<file path="src/rtl/dmem_arbiter.sv">
// Data-memory arbiter between the MEM-stage core port and a debug/loader port.
// Ports: clk, reset; i_core_* / o_core_* core side; i_dbg_* / o_dbg_* debug side; o_mem_* / i_mem_rdata memory.
module dmem_arbiter #(
  parameter int DATA_W     = 32,
  parameter int DM_ADDRESS = 9,
  parameter int STARVE_MAX = 8
) (
  input  logic                  clk,
  input  logic                  reset,
  input  logic                  i_core_req,
  input  logic                  i_core_we,
  input  logic [DM_ADDRESS-1:0] i_core_addr,
  input  logic [DATA_W-1:0]     i_core_wdata,
  input  logic [2:0]            i_core_func3,
  output logic                  o_core_stall,
  output logic [DATA_W-1:0]     o_core_rdata,
  output logic                  o_core_rvalid,
  input  logic                  i_dbg_req,
  input  logic                  i_dbg_we,
  input  logic [DM_ADDRESS-1:0] i_dbg_addr,
  input  logic [DATA_W-1:0]     i_dbg_wdata,
  output logic                  o_dbg_gnt,
  output logic                  o_dbg_rvalid,
  output logic [DATA_W-1:0]     o_dbg_rdata,
  output logic                  o_mem_rd,
  output logic                  o_mem_wr,
  output logic [DM_ADDRESS-1:0] o_mem_addr,
  output logic [DATA_W-1:0]     o_mem_wdata,
  output logic [2:0]            o_mem_func3,
  input  logic [DATA_W-1:0]     i_mem_rdata
);

  localparam int CNT_W = $clog2(STARVE_MAX + 1);
  localparam logic [CNT_W-1:0] CNT_MAX = CNT_W'(STARVE_MAX);

  typedef enum logic [1:0] {
    S_IDLE    = 2'd0,
    S_CORE_RD = 2'd1,
    S_DBG_RD  = 2'd2
  } state_t;

  state_t           r_state;
  state_t           w_state_nxt;
  logic [CNT_W-1:0] r_starve_cnt;
  logic [CNT_W-1:0] w_starve_nxt;
  logic             w_dbg_force;
  logic             w_core_win;
  logic             w_dbg_win;

  always_ff @(posedge clk) begin
    if (reset) begin
      r_state      <= S_IDLE;
      r_starve_cnt <= '0;
    end else begin
      r_state      <= w_state_nxt;
      r_starve_cnt <= w_starve_nxt;
    end
  end

  // Once the debug port has waited STARVE_MAX cycles it pre-empts the core.
  always_comb begin
    w_dbg_force = i_dbg_req && (r_starve_cnt == CNT_MAX);
    w_core_win  = (r_state == S_IDLE) && i_core_req && !w_dbg_force;
    w_dbg_win   = (r_state == S_IDLE) && !w_core_win && i_dbg_req;
  end

  always_comb begin
    w_starve_nxt = r_starve_cnt;
    if (!i_dbg_req || w_dbg_win) begin
      w_starve_nxt = '0;
    end else if (r_starve_cnt != CNT_MAX) begin
      w_starve_nxt = r_starve_cnt + CNT_W'(1);
    end
  end

  // Outputs are combinational; they are forced to zero while reset is held.
  always_comb begin
    w_state_nxt   = r_state;
    o_core_stall  = 1'b0;
    o_core_rdata  = '0;
    o_core_rvalid = 1'b0;
    o_dbg_gnt     = 1'b0;
    o_dbg_rvalid  = 1'b0;
    o_dbg_rdata   = '0;
    o_mem_rd      = 1'b0;
    o_mem_wr      = 1'b0;
    o_mem_addr    = '0;
    o_mem_wdata   = '0;
    o_mem_func3   = 3'b000;
    if (!reset) begin
      unique case (r_state)
        S_IDLE: begin
          if (w_core_win) begin
            o_mem_addr  = i_core_addr;
            o_mem_wdata = i_core_wdata;
            o_mem_func3 = i_core_func3;
            if (i_core_we) begin
              o_mem_wr = 1'b1;
            end else begin
              o_mem_rd     = 1'b1;
              o_core_stall = 1'b1;
              w_state_nxt  = S_CORE_RD;
            end
          end else if (w_dbg_win) begin
            o_dbg_gnt    = 1'b1;
            o_core_stall = i_core_req;
            o_mem_addr   = i_dbg_addr;
            o_mem_wdata  = i_dbg_wdata;
            o_mem_func3  = 3'b010;
            if (i_dbg_we) begin
              o_mem_wr = 1'b1;
            end else begin
              o_mem_rd    = 1'b1;
              w_state_nxt = S_DBG_RD;
            end
          end
        end
        S_CORE_RD: begin
          o_core_rdata  = i_mem_rdata;
          o_core_rvalid = 1'b1;
          w_state_nxt   = S_IDLE;
        end
        S_DBG_RD: begin
          o_dbg_rdata  = i_mem_rdata;
          o_dbg_rvalid = 1'b1;
          o_core_stall = i_core_req;
          w_state_nxt  = S_IDLE;
        end
        default: begin
          w_state_nxt = S_IDLE;
        end
      endcase
    end
  end

endmodule

</file>
<file path="config.mk">
export PLATFORM = sky130hd
export DESIGN_NAME = dmem_arbiter
export DESIGN_NICKNAME = d
export VERILOG_FILES = /design/src/rtl/dmem_arbiter.sv
export SDC_FILE = /design/constraint.sdc
export NUM_CORES = 1
export LEC_CHECK = 0
export CAP_MARGIN = 20
export CORE_AREA = 2 2 91 93
export DETAILED_ROUTE_END_ITERATION = 10
export DIE_AREA = 0 0 93 95
export PLACE_DENSITY = 0.74
export RECOVER_POWER = 25
export SLEW_MARGIN = 0
export SYNTH_ARGS = -nofsm -noshare
export SYNTH_HDL_FRONTEND = slang
export SYNTH_SLANG_ARGS = --single-unit
</file>
<file path="constraint.sdc">
create_clock -name clk -period 3.45 [get_ports clk]
set_input_delay 0.5175 -clock clk [delete_from_list [all_inputs] [get_ports clk]]
set_output_delay 0.5175 -clock clk [all_outputs]
set_load 0.05 [all_outputs]
</file>
* Word-level counts from Yosys, hierarchy flattened
Cells that the tools add are included.
Storage, ports and cells: flip-flop bits (word level) 6, bits in latches 0, memory bits (writable) 0, bits in read-only memories 0, input bits 123, output and inout bits 114, logic and storage cells 68, memories 0
Cells by class: add/subtract/negate cells 1, multiply operators 0, divide/modulo/power cells 0, magnitude comparators 0, equality and inequality tests 6, shift-type cells 0, mux-type cells 44, bitwise gates (word level) 1, reductions and logical operators 14
Operators by type and width (count):
- $mux W32 | 8
- $mux W9 | 4
- $mux W1 | 23
- $mux W2 | 5
- $mux W3 | 3
- $logic_and A1 B1 Y1 | 5
- $add A4 B1 Y4 const B | 1
- $eq A4 B4 Y1 const B | 1
- $ne A4 B4 Y1 const B | 1
- $reduce_or A2 Y1 | 2
- $logic_not A1 Y1 | 3
- $reduce_and A3 Y1 | 1
- $eq A2 B1 Y1 const B | 1
- $eq A2 B2 Y1 const B | 1
- $logic_not A2 Y1 | 1
- $ne A2 B1 Y1 const B | 1
- $ne A2 B2 Y1 const B | 1
- $pmux W1 S2 | 1
- $reduce_bool A2 Y1 | 1
- $logic_or A1 B1 Y1 | 1
- $not A1 Y1 | 1

* Logic depth before layout (Yosys ltp)
word-level depth 11, depth in mapped cells 6, mapped depth without buffers 5

* Least setup slack after synthesis
OpenSTA, ideal clock, no wires.
path type input to output, from in i_core_req, to out o_core_stall, data arrival time 3221 ps, required time 2932 ps, slack -288 ps, stages on the path 3, path buffers 1, path through clkbuf_1 inv_1 a2111oi_0
On the way: word-level cells in the longest chain between the ends 9
RTL lines:
- start, declared | RTL line 10 | input logic i_core_req,
- $logic_and A1 B1 Y1 (2 in series) | RTL line 63 | w_core_win = (r_state == S_IDLE) && i_core_req && !w_dbg_force;
- $logic_not A1 Y1 | RTL line 64 | w_dbg_win = (r_state == S_IDLE) && !w_core_win && i_dbg_req;
- $logic_and A1 B1 Y1 (2 in series) | RTL line 64
- $mux W1 | RTL line 104 | end else if (w_dbg_win) begin
- $mux W1 | RTL line 93 | if (w_core_win) begin
- $pmux W1 S2 * | RTL line 91 | unique case (r_state)
- $mux W1 * | RTL line 90 | if (!reset) begin
- end, declared | RTL line 15 | output logic o_core_stall,
Every way passes the cells marked *; elsewhere a longest branch is shown, timed or not.

* Final worst setup path
from in i_core_req, to out o_mem_addr[7]
On the way: word-level cells in the longest chain between the ends 9
RTL lines:
- $logic_and A1 B1 Y1 * (2 in series) | RTL line 63
- $logic_not A1 Y1 | RTL line 64
- $logic_and A1 B1 Y1 (2 in series) | RTL line 64
- $mux W9 | RTL line 104
- $mux W9 * | RTL line 93
- $mux W9 * | RTL line 91
- $mux W9 * | RTL line 90
- end, declared | RTL line 27 | output logic [DM_ADDRESS-1:0] o_mem_addr,
Marked as above.

==> reports/results.txt <==
In this run the static leakage power is 2.00 nW. The run gives 610 as the number of nets at the end of the flow. Count of antenna diodes in the layout: 0.

The tools report the initial antenna violation count as 0. The run gives 7.77 mm as the post-DP HPWL. Count of antenna-violating nets left after detailed routing: 0.

The class of the worst hold path is reg -> reg. The relative slew slack is 44.6%. For the synthesized netlist net count, the log shows 385.

The first global-routing pass estimated 13.4 mm of wire. Of the synthesized area, sequential elements account for 7.93%. The critical path goes through clkdlybuf4s50_1 -> inv_1 -> o21ai_4 -> clkbuf_1 -> o22ai_1 -> buf_12. Synthesis handed over a netlist of 260 instances.

Data on the critical path arrives at its endpoint at 2.60 ns. The largest single stage delay on the critical path is 0.64 ns. Input and output buffers added on the ports amount to 236.

The max-capacitance violation count is 0, and the maximum number of pins on one net before global-route repair is 52. The tools report the final count of hold timing violations as 0. The starting density of the core came out at 19.1%.

On the critical path the largest part of the delay comes from buffers and inverters. For the number of global-route vias before repair, the log shows 2763. The layer flagged by global routing as most heavily used is met2. Of the post-synthesis cell area, the dominant cell type holds 26.4%. STA classifies the critical path endpoint as a primary output. In the final timing run, aggregate negative setup slack is 0 ns. In this run, CTS created clock tree buffers numbering 3.

The critical path in this run is classified as in -> out. The flow ran to the end, and the final reports show no timing, DRC or antenna violations. The number of gates given a new drive strength after cts is 0. TritonCTS built the clock tree. The tools report the Yosys warning count as 0.

The startpoint identified for the worst hold timing path is r_starve_cnt[0]. The mean instance size in the synthesized netlist is 5.83 um^2. The largest area contributor in the netlist was and2_1.

The logs give 0 for the number of failing setup endpoints in the final timing report and 8.86% for the global-route met3 utilization. The run gives 4 as the number of search-and-repair iterations in the first detailed-routing pass. The die is 95 um tall. The synthesized netlist contains 34 unique library cells. The floorplan step defined a die boundary enclosing 8840 um^2. Based on the critical path, the design can be clocked at up to 321 MHz.

The startpoint of the worst-slack reg-to-reg timing path is r_starve_cnt[0]. Together, buffers and inverters on the worst path number 4. The number of standard-cell rows in the floorplan is 33, and the area of all placed cells without fillers is 5080 um^2.

The violation count after the first detailed-routing iteration was 105; the detailed-route DRC error count was 0. The logs give 1520 um^2 for the mapped cell area and 1.55 ns for the register-to-register setup slack. The number of hold buffers added after cts was 0. The number of synthesized register bits was 6. The final period demand of the worst path works out to 3.11 ns. In the post-synthesis netlist, the biggest area contributors are and2_1, nand2_1, o22ai_1, dfxtp_1, buf_2.

For the worst-skew pair, the clock arrives at the later sink with an insertion delay of 0.22 ns. Counting every sink on the clock net gives 6. The wire length per cell works out to 15.4 um.

The critical path startpoint category was an input pin. Data on the critical path is required at its endpoint by 2.93 ns. At the end of routability-driven placement, the weighted congestion stood at 0.816.

237 I/O pins were placed. The number of pins exceeding their max-slew limit in the final report is 0, and the share of the clock period used by the worst path is 90.3%. The routing usage on met2 is 37.5%, and the clock transition at the registers of the reported paths is 0.03 ns. The cell with the largest stage delay on the worst path was clkbuf_1. The library cell used most frequently in the layout, excluding fill and tap cells, is clkdlybuf4s50_1. Across all layers, the routed design uses 2702 vias. The tools report the setup skew after layout as 0.00389 ns. Global routing consumed, over all layers together, 19.1% of the routing resources. Dividing the detail-routed via count by the number of cells gives 4.60.

Buffers added to address setup during post-CTS repair amount to 0. Counting along the longest clock path gives a buffer depth of 2. The total overflow left after global routing is 0. The transition time at the pin with the least slew margin is 0.831 ns. The total area inside the core boundary comes to 7930 um^2. In the final layout, the share of cells above drive strength 1 is 26.5%. The tree is rooted in a clkbuf_8. In the layout the commonest cells are clkdlybuf4s50_1, buf_12, nand2_1, and2_1, o22ai_1. The routed design has 9.04 mm of wire.

For the maximum resistive drop on vdd, the log shows 0.0000978 V. The placed instances occupy a cell area of 5050 um^2. The global-route met1 utilization is 17.9%. The maximum level of the CTS H-tree is 1. The critical-path maximum fanout works out to 18. Area growth from synthesis to final layout: 236%. Critical path launch point: i_core_req.

The die is 93 um wide. Setup repair after global routing left no endpoint under its margin. The power density normalized to cell area works out to 156 nW/um^2.
flip-flops by register name (all words and copies together), names as in the netlist:
name	flops
r_starve_cnt	4
r_state	2
synth_stat cells (all sizes together):
library cell,count
nand3b,1
o21ai,2
buf,16
clkbuf,8
or2,1
xor2,1
inv,3
o32ai,1
nand3,3
a21oi,4
dfxtp,6
and2,64
o22ai,42
nand4b,1
xnor2,1
nor3,4
nor2,2
o211ai,1
nor2b,1
o31ai,1
and3b,1
and3,2
or4b,1
ha,2
nand2b,1
a2111oi,1
nand2,86
nor3b,2
or3,1
where the power goes:
part / leakage [nW] / internal [mW] / switching, mW / total, mW
logic: 1.93 / 0.318 / 0.301 / 0.618
clock network: 0.0216 / 0.0748 / 0.0286 / 0.103
registers: 0.0487 / 0.0714 / 0.00237 / 0.0738
area by class of cell:
class                           instances  area (um^2)
Sequential cell                         6          120
Timing Repair Buffer                  244         3520
Multi-Input combinational cell        227         1250
Fill cell                             622         2840
Inverter                                3         11.3
Tap cell                              105          131
Clock buffer                            3         41.3
path summary, 6_finish.rpt:
check,cells past startpoint,end
setup / recovery,6,o_mem_addr[7]
hold / removal,1,r_starve_cnt[0]
setup reg to reg,6,r_state[1]
hold reg to reg,1,r_starve_cnt[0]
per-stage QoR:
| step | hold WS [ns] | power [mW] | cells | utilization [%] | setup slack (ns) |
|---|---|---|---|---|---|
| 2_1_floorplan | 0.472 | 0.339 | 260 | - | 0.387 |
| 3_3_place_gp | 0.492 | 0.686 | 585 | 63.7 | 0.422 |
| 3_5_place_dp | 0.514 | 0.696 | 585 | 63.7 | 0.365 |
| 4_1_cts | 0.519 | 0.804 | 588 | 64.2 | 0.379 |
| 5_1_grt | 0.538 | 0.833 | 588 | 64.1 | 0.226 |
| 6_report | 0.519 | 0.795 | 588 | 64.1 | 0.335 |
cells by family (layout without fill, tap and decap cells):
logic type	after synthesis	count (layout)	synth area share, %
fa+ha+maj	2	2	1.65
xor+xnor	2	2	1.16
compound gates	52	52	22.2
simple gates	171	171	57.3
flops	6	6	7.93
buf+inv	27	250	9.74
layer usage:
layer / vias to the layer above / wire [um]
met5: - / 0
met2: 151 / 4900
li1: 1324 / -
met3: 8 / 1110
met1: 1219 / 2860
met4: 0 / 168
Power figures use the tool's default switching activity.
